`src/rtl/posi_satd_cost_accumulate_pkg.sv`:
```
// Shared constants and beat tag type for the column-stage SATD cost accumulator.
// Block-size codes mirror the SIZE_* values of enc_defines.v.
package posi_satd_cost_accumulate_pkg;

    localparam logic [1:0] SIZE_04 = 2'd0;
    localparam logic [1:0] SIZE_08 = 2'd1;
    localparam logic [1:0] SIZE_16 = 2'd2;
    localparam logic [1:0] SIZE_32 = 2'd3;

    // Growth of an 8-point Hadamard output over its input width.
    localparam int unsigned HAD_GROWTH = 3;
    localparam int unsigned LANES      = 16;

    typedef struct packed {
        logic val;
        logic blk_end;
        logic last;
        logic is4;
    } beat_tag_t;

endpackage

```
`src/rtl/posi_satd_cost_hadamard_col.sv`:
```
// Combinational 8-lane Hadamard butterfly: one 8-point transform, or two
// independent 4-point transforms on lanes 3..0 and 7..4 when mode4_i is set.
module posi_satd_cost_hadamard_col
    import posi_satd_cost_accumulate_pkg::*;
#(
    parameter int unsigned DATA_WIDTH = 12
) (
    input  logic                                  mode4_i,
    input  logic [8*DATA_WIDTH-1:0]               col_i,
    output logic [8*(DATA_WIDTH+HAD_GROWTH)-1:0]  had_o
);

    localparam int unsigned HW = DATA_WIDTH + HAD_GROWTH;

    logic signed [HW-1:0] x [8];
    logic signed [HW-1:0] a [8];
    logic signed [HW-1:0] b [8];
    logic signed [HW-1:0] c [8];

    for (genvar i = 0; i < 8; i++) begin : g_ext
        assign x[i] = {{HAD_GROWTH{col_i[i*DATA_WIDTH+DATA_WIDTH-1]}},
                       col_i[i*DATA_WIDTH +: DATA_WIDTH]};
    end

    for (genvar k = 0; k < 4; k++) begin : g_st1
        assign a[2*k]   = x[2*k] + x[2*k+1];
        assign a[2*k+1] = x[2*k] - x[2*k+1];
    end

    // Distance-2 butterflies stay inside each 4-lane half, completing the 4-point pair.
    for (genvar g = 0; g < 2; g++) begin : g_st2
        for (genvar h = 0; h < 2; h++) begin : g_pair
            localparam int J = 4*g + h;
            assign b[J]   = a[J] + a[J+2];
            assign b[J+2] = a[J] - a[J+2];
        end
    end

    for (genvar j = 0; j < 4; j++) begin : g_st3
        assign c[j]   = b[j] + b[j+4];
        assign c[j+4] = b[j] - b[j+4];
    end

    for (genvar i = 0; i < 8; i++) begin : g_out
        assign had_o[i*HW +: HW] = mode4_i ? b[i] : c[i];
    end

endmodule

```
`src/rtl/posi_satd_cost_accumulate.sv`:
```
// Column-stage SATD back end: vertical Hadamard, abs-sum, per-block normalisation
// and per-CU cost accumulation over a four-stage pipeline.
module posi_satd_cost_accumulate
    import posi_satd_cost_accumulate_pkg::*;
#(
    parameter int unsigned DATA_WIDTH = 12,
    parameter int unsigned COST_WIDTH = 24
) (
    input  logic                     clk,
    input  logic                     rstn,
    input  logic [1:0]               size_i,
    input  logic                     val_i,
    input  logic                     last_i,
    input  logic [DATA_WIDTH*16-1:0] dat_i,
    output logic                     cost_val_o,
    output logic [COST_WIDTH-1:0]    cost_o
);

    localparam int unsigned HW = DATA_WIDTH + HAD_GROWTH;
    localparam int unsigned SW = DATA_WIDTH + 7;
    localparam int unsigned BW = DATA_WIDTH + 9;
    localparam int unsigned AW = ((COST_WIDTH > BW) ? COST_WIDTH : BW) + 1;
    localparam logic [COST_WIDTH-1:0] COST_MAX = {COST_WIDTH{1'b1}};

    // ---------------- input side: beat counter and tags ----------------
    logic      is4;
    logic [1:0] cnt_r;
    beat_tag_t tag0;

    assign is4 = (size_i == SIZE_04);

    always_comb begin
        tag0         = '0;
        tag0.val     = val_i;
        tag0.blk_end = val_i & (is4 | last_i | (cnt_r == 2'd3));
        tag0.last    = val_i & last_i;
        tag0.is4     = val_i & is4;
    end

    always_ff @(posedge clk or negedge rstn) begin
        if (!rstn) begin
            cnt_r <= 2'd0;
        end else if (val_i) begin
            if (last_i)    cnt_r <= 2'd0;
            else if (!is4) cnt_r <= cnt_r + 2'd1;
        end
    end

    // ---------------- S1: vertical Hadamard ----------------
    logic [8*HW-1:0]     had_hi;
    logic [8*HW-1:0]     had_lo;
    logic [LANES*HW-1:0] had_r;
    beat_tag_t           tag1;

    posi_satd_cost_hadamard_col #(
        .DATA_WIDTH (DATA_WIDTH)
    ) u_had_hi (
        .mode4_i (is4),
        .col_i   (dat_i[DATA_WIDTH*16-1:DATA_WIDTH*8]),
        .had_o   (had_hi)
    );

    posi_satd_cost_hadamard_col #(
        .DATA_WIDTH (DATA_WIDTH)
    ) u_had_lo (
        .mode4_i (is4),
        .col_i   (dat_i[DATA_WIDTH*8-1:0]),
        .had_o   (had_lo)
    );

    always_ff @(posedge clk or negedge rstn) begin
        if (!rstn) begin
            had_r <= '0;
            tag1  <= '0;
        end else begin
            tag1 <= tag0;
            if (val_i) had_r <= {had_hi, had_lo};
        end
    end

    // ---------------- S2: absolute-value adder tree ----------------
    logic [HW-1:0] coef;
    logic [HW-1:0] mag;
    logic [SW-1:0] beat_sum;
    logic [SW-1:0] sum_r;
    beat_tag_t     tag2;

    always_comb begin
        coef     = '0;
        mag      = '0;
        beat_sum = '0;
        for (int i = 0; i < LANES; i++) begin
            coef     = had_r[i*HW +: HW];
            mag      = coef[HW-1] ? (~coef + HW'(1)) : coef;
            beat_sum = beat_sum + SW'(mag);
        end
    end

    always_ff @(posedge clk or negedge rstn) begin
        if (!rstn) begin
            sum_r <= '0;
            tag2  <= '0;
        end else begin
            tag2 <= tag1;
            if (tag1.val) sum_r <= beat_sum;
        end
    end

    // ---------------- S3: block accumulate and normalise ----------------
    logic [BW-1:0] blk_acc_r;
    logic [BW-1:0] blk_total;
    logic [BW-1:0] blk_norm;
    logic [BW-1:0] blk_cost_r;
    logic          blk_val_r;
    logic          blk_last_r;

    always_comb begin
        blk_total = blk_acc_r + BW'(sum_r);
        blk_norm  = tag2.is4 ? ((blk_total + BW'(1)) >> 1) : ((blk_total + BW'(2)) >> 2);
    end

    always_ff @(posedge clk or negedge rstn) begin
        if (!rstn) begin
            blk_acc_r  <= '0;
            blk_cost_r <= '0;
            blk_val_r  <= 1'b0;
            blk_last_r <= 1'b0;
        end else begin
            blk_val_r  <= tag2.val & tag2.blk_end;
            blk_last_r <= tag2.val & tag2.blk_end & tag2.last;
            if (tag2.val) begin
                if (tag2.blk_end) begin
                    blk_cost_r <= blk_norm;
                    blk_acc_r  <= '0;
                end else begin
                    blk_acc_r  <= blk_total;
                end
            end
        end
    end

    // ---------------- S4: CU accumulate with saturation ----------------
    logic [COST_WIDTH-1:0] acc_r;
    logic [AW-1:0]         acc_sum;
    logic [COST_WIDTH-1:0] acc_sat;

    // The running sum saturates too, so a huge CU can never wrap back below the clamp.
    always_comb begin
        acc_sum = AW'(acc_r) + AW'(blk_cost_r);
        acc_sat = (acc_sum > AW'(COST_MAX)) ? COST_MAX : acc_sum[COST_WIDTH-1:0];
    end

    always_ff @(posedge clk or negedge rstn) begin
        if (!rstn) begin
            acc_r      <= '0;
            cost_o     <= '0;
            cost_val_o <= 1'b0;
        end else begin
            cost_val_o <= blk_val_r & blk_last_r;
            if (blk_val_r) begin
                if (blk_last_r) begin
                    cost_o <= acc_sat;
                    acc_r  <= '0;
                end else begin
                    acc_r  <= acc_sat;
                end
            end
        end
    end

endmodule

```
`config.mk`:
```
export PLATFORM = sky130hd
export DESIGN_NAME = posi_satd_cost_accumulate
export DESIGN_NICKNAME = d
export VERILOG_FILES = /design/src/rtl/posi_satd_cost_accumulate_pkg.sv /design/src/rtl/posi_satd_cost_hadamard_col.sv /design/src/rtl/posi_satd_cost_accumulate.sv
export SDC_FILE = /design/constraint.sdc
export NUM_CORES = 2
export LEC_CHECK = 0
export CAP_MARGIN = 30
export CORE_ASPECT_RATIO = 0.6
export CORE_MARGIN = 2
export CORE_UTILIZATION = 29
export CTS_CLUSTER_SIZE = 25
export DETAILED_ROUTE_END_ITERATION = 8
export PLACE_DENSITY_LB_ADDON = 0.25
export SETUP_SLACK_MARGIN = 0.2
export SYNTH_ARGS = -nofsm -noshare
export SYNTH_HDL_FRONTEND = slang
export SYNTH_HIERARCHICAL = 1
export SYNTH_SLANG_ARGS = --single-unit
```
`constraint.sdc`:
```
create_clock -name clk -period 12 [get_ports clk]
set_input_delay 1.2 -clock clk [delete_from_list [all_inputs] [get_ports clk]]
set_output_delay 1.2 -clock clk [all_outputs]
set_load 0.1 [all_outputs]
```
; Word level (Yosys, flattened, before mapping)
; Cells that the tools add are included.
[op_classes]
n_eq_ne = 2
n_bitwise = 24
muxes = 38
div_mod_pow = 0
multipliers = 0
addsub = 84
reduce_logical = 4
shifts = 0
magnitude_cmp = 1
[op_table]
columns = operator, n
row1 = $mux 15, 32
row2 = $add 15x1->15 const B, 16
row3 = $add 15x15->15, 16
row4 = $not 15->15, 16
row5 = $sub 15x15->15, 16
row6 = $add 19x15->19, 11
row7 = $add 12x12->13, 8
row8 = $sub 12x12->13, 8
row9 = $mux 24, 2
row10 = $add 24x21->25, 1
row11 = $gt 25x24->1 const B, 1
row12 = $add 21x1->21 const B, 1
row13 = $add 21x19->21, 1
row14 = $add 21x2->21 const B, 1
row15 = $mux 21, 1
row16 = $mux 20, 1
row17 = $add 18x15->19, 1
row18 = $add 17x15->18, 1
row19 = $add 16x15->17, 1
row20 = $add 15x15->16, 1
row21 = $and 1x1->1, 6
row22 = $reduce_and 2->1, 3
row23 = $mux 2, 2
row24 = $add 2x1->2 const B, 1
row25 = 4 further kinds, 5
[word_totals]
input_bits = 198
elab_cells = 171
ramBits = 0
out_inout_bits = 25
reg_bits = 362
mem_bits_ro = 0
latch_bits = 0
mem_count = 0

; Depth between registers and ports, before layout
[depth]
depth_word = 18
depth_mapped = 32
depth_no_buf = 30

; By module
; The synthesis kept the hierarchy.
[by_module_without_submodules]
columns = module, seq_area_each_um2, n_inst, area_per_inst_um2, cells_per_inst
row1 = posi_satd_cost_accumulate, 9033.7, 1, 26510.4, 2550
row2 = posi_satd_cost_hadamard_col (u_had_hi), 0.0, 1, 15257.1, 2240
row3 = posi_satd_cost_hadamard_col (u_had_lo), 0.0, 1, 14697.8, 2124

; Worst setup path after synthesis
; No wires, ideal clock.
[synth_timing]
kind = register to register
start = register had_r[124]
end = register sum_r[18]
setup_time_ns = 0.125
arrival_time_ns = 6.864
n_path_buf = 0
synth_period_minus_slack_ns = 6.989
stages_incl_launch_ff = 22
path_slack_ns = 5.011
t_required_ns = 11.875
path_cell_list = dfrtp_1 > or4_1 > or2_2 > or4_1 > o31ai_1 > xor2_1 > fa_1 > fa_1 > inv_1 > fa_1 > fa_1 > fa_1 > inv_1 > fa_1 > inv_1 > ha_1 > or3_1 > o31ai_1 > o2111ai_1 > a21oi_1 > xnor2_1 > mux2_2
[synth_via]
elab_chain_len = 11
[synth_lines]
columns = item, line
row1 = "start, declared", posi_satd_cost_accumulate.sv:52  ; logic [LANES*HW-1:0] had_r;
row2 = "start signal, assigned", posi_satd_cost_accumulate.sv:77  ; if (val_i) had_r <= {had_hi, had_lo};
row3 = $not 15->15, posi_satd_cost_accumulate.sv:94  ; mag = coef[HW-1] ? (~coef + HW'(1)) : coef;
row4 = $add 15x1->15, posi_satd_cost_accumulate.sv:94
row5 = $mux 15 *, posi_satd_cost_accumulate.sv:94
row6 = $add 19x15->19 * (8 in series), posi_satd_cost_accumulate.sv:95  ; beat_sum = beat_sum + SW'(mag);
row7 = "end signal, assigned", posi_satd_cost_accumulate.sv:105  ; if (tag1.val) sum_r <= beat_sum;
row8 = "end, declared", posi_satd_cost_accumulate.sv:85  ; logic [SW-1:0] sum_r;
; Every way passes the cells marked *; elsewhere a longest branch is shown, timed or not.
; A chain may end at the register's enable or synchronous reset.

; Worst setup path after layout
[layout_timing]
start = input port dat_i[24]
end = register had_r[59]
[layout_via]
elab_chain_len = 4
[layout_lines]
columns = item, line
row1 = "start, declared", posi_satd_cost_accumulate.sv:14  ; input logic [DATA_WIDTH*16-1:0] dat_i,
row2 = $sub 12x12->13 *, posi_satd_cost_hadamard_col.sv:27  ; assign a[2*k+1] = x[2*k] - x[2*k+1];
row3 = $sub 15x15->15 *, posi_satd_cost_hadamard_col.sv:35  ; assign b[J+2] = a[J] - a[J+2];
row4 = $add 15x15->15, posi_satd_cost_hadamard_col.sv:40  ; assign c[j] = b[j] + b[j+4];
row5 = $mux 15 *, posi_satd_cost_hadamard_col.sv:45  ; assign had_o[i*HW +: HW] = mode4_i ? b[i] : c[i];
row6 = via had_lo[59], posi_satd_cost_accumulate.sv:51  ; logic [8*HW-1:0] had_lo;
; The timed path passes the listed nets; every way through them passes the cells marked *.

==> flow_summary.json <==
{
  "synthDistinctLibCells": 122,
  "grt_overflow": 0,
  "grt_max_degree": 146,
  "final-setup-viol-count": 0,
  "post_cts_resize_count": 0,
  "end_kind": "register",
  "crit_required_ps": 12540,
  "synth_area_leaders": "dfrtp_1 (16%), ha_1 (15%), fa_1 (9.1%)",
  "crit_buf_inv": 3,
  "clk_path_buf_depth": 3,
  "drt_iter0_markers": 4946,
  "final.period_utilization_pct": 65.68,
  "ioPinCount": 223,
  "synth_edf_count": 0,
  "fillers": 20435,
  "cts_buffers": 40,
  "grt_pass1_wl_mm": 293.1,
  "post-cts-setup-buffer-count": 0,
  "place_congestion": 0.9188,
  "antenna_found_initial": 4,
  "yosys.area.top_type": "dfrtp_1",
  "crit_fanout": 11,
  "drc_errors": 0,
  "clk_pin_slew_worst_paths_ps": 70,
  "hold_viol": 0,
  "slowest_delay_ps": 720,
  "synth.top_cell.area_share_pct": 16.00,
  "viasPerCell": 5.135,
  "core-area_mm2": 0.1935,
  "syn_avg_cell_area_um2": 8.167,
  "drtPass1Iterations": 7,
  "port_buffers": 222,
  "nets": 8123,
  "status": "completed",
  "fin_crit_ps": 7881,
  "layout-drive-gt1-share_pct": 7.149,
  "synthTopCellsByCount": "inv_1 (846), ha_1 (686), nor2_1 (525), xnor2_1 (481), nand2_1 (468)",
  "clkLatencyLatePin_ps": 610,
  "grt_pass1_vias": 45977,
  "timing.slew.headroom_pct": 20.24,
  "die_w_um": 573.7,
  "rsz0062_at_grt": "false",
  "ctsHoldBuffers": 0,
  "dieArea_mm2": 0.1984,
  "drt.antenna.violating_nets": 0,
  "initial_core_util_pct": 29.19,
  "start_kind": "input pin",
  "hp-class": "register to register",
  "ys_warn_count": 6,
  "cp_top_family": "simple AND/OR/NAND/NOR gates",
  "areaGrowthSynthToFinish_pct": 11.23,
  "wl_mm": 195.4,
  "cap_viol_max_count": 0,
  "crit_type": "input pin to register",
  "worst_slew_pin_slew_ps": 1188,
  "yosysMostFrequentCell": "inv_1",
  "cts-root-buf": "clkbuf_16",
  "h-tree-depth": 2,
  "hpwl_mm": 165.2,
  "cp.arrival_ps": 8420,
  "cts_sinks": 361,
  "syn_inst": 6914,
  "dieHeight_um": 345.8,
  "cts_tree": "yes",
  "async_reset_ff_share_pct": 100.0,
  "drt-wirelength-per-cell_um": 20.33,
  "dr_total_vias": 49365,
  "grt_usage_pct": 19.10,
  "synthFlopType": "dfrtp_1",
  "critPathSlowestCell": "xor2_1",
  "fin_worst_skew_ps": 37.04,
  "slew_violations": 0,
  "row_count": 125,
  "fmax_ghz": 0.1269,
  "finalSetupTns_ps": 0,
  "ys_seq_area_share_pct": 16.00,
  "synth_seq_cells": 361,
  "syn_nets": 8054,
  "syn-cell-area_mm2": 0.05647
}
-- path summary, 6_finish.rpt --
kind,start,end,slack (ps),depth (start not counted)
worst max-delay path,dat_i[24],had_r[59]$_DFFE_PN0P_,4120,27
worst min-delay path,tag1[0]$_DFF_PN0_,tag2[0]$_DFF_PN0_,350,0
worst max register to register,had_r[6]$_DFFE_PN0P_,sum_r[18]$_DFFE_PN0P_,4250,21
worst min register to register,tag1[0]$_DFF_PN0_,tag2[0]$_DFF_PN0_,350,0
max in group asynchronous,rstn,had_r[204]$_DFFE_PN0P_,9070,3
min in group asynchronous,rstn,cnt_r[1]$_DFFE_PN0P_,660,1
-- layout make-up --
class | count | area (µm²) | area share [%]
Timing Repair Buffer | 281 | 2734 | 4.353
Clock inverter | 19 | 282.8 | 0.4502
Tap cell | 2603 | 3257 | 5.186
Antenna cell | 2 | 5.005 | 0.007969
Clock buffer | 48 | 1071 | 1.705
Multi-Input combinational cell | 5445 | 43220 | 68.81
Sequential cell | 361 | 9034 | 14.38
Inverter | 854 | 3206 | 5.104
-- per-layer routing --
metal,wire length (µm),track usage [%]
met1,105100,31.14
met2,69890,23.81
met3,18430,6.159
met4,1893,2.095
met5,21,0
-- kinds of logic (layout without fill, tap and decap cells) --
group                      count (synthesis)  count (layout)  synth area share [%]
DFF                                      361             361                 16.00
adders and majority gates                949             949                 24.41
xor gates and xnor gates                 723             723                 11.29
muxes                                    269             269                 5.298
buffers and inverters                   1108            1202                 7.514
and+or+nand+nor                         1776            1776                 15.29
other                                      0               2                     0
AOI/OAI and AO/OA                       1728            1728                 20.20
-- through the flow --
stage,hold slack (ps),worst slack (ps),area [µm²],std cells,utilization (%)
after floorplan,331.2,5011,56470,6914,-
after global placement,334.6,3558,61200,9518,31.64
after detailed placement,334.7,3753,61290,9527,31.68
after CTS,351.3,4352,62640,9594,32.38
after global routing,359.0,3908,62800,9611,32.46
final,348.8,4119,62800,9613,32.46
-- cell usage in the layout, fill, tap and decap left out, types with 51 or more instances in the layout --
cell,instances
nor3_1,146
nand3_1,67
fa_1,256
o21bai_1,112
inv_1,844
nand2b_1,133
nand2_1,468
ha_1,686
a21o_1,84
buf_4,51
o31ai_1,106
mux2_2,234
xor2_1,238
clkdlybuf4s50_1,220
dfrtp_1,361
or3_1,75
a21oi_1,447
nor2_1,524
nor2b_1,87
xnor2_1,481
o21ai_0,407
-- sequential cells by signal, indices dropped and copies added, names as in the netlist --
name	count
acc_r	24
blk_acc_r	21
blk_cost_r	20
blk_last_r	1
blk_val_r	1
cnt_r	2
cost_o	24
cost_val_o	1
had_r	240
sum_r	19
tag1	4
tag2	4
Power is left out: the tool's default activity adds up to more than one toggle a clock period on the data nets, which glitch-free logic cannot reach.
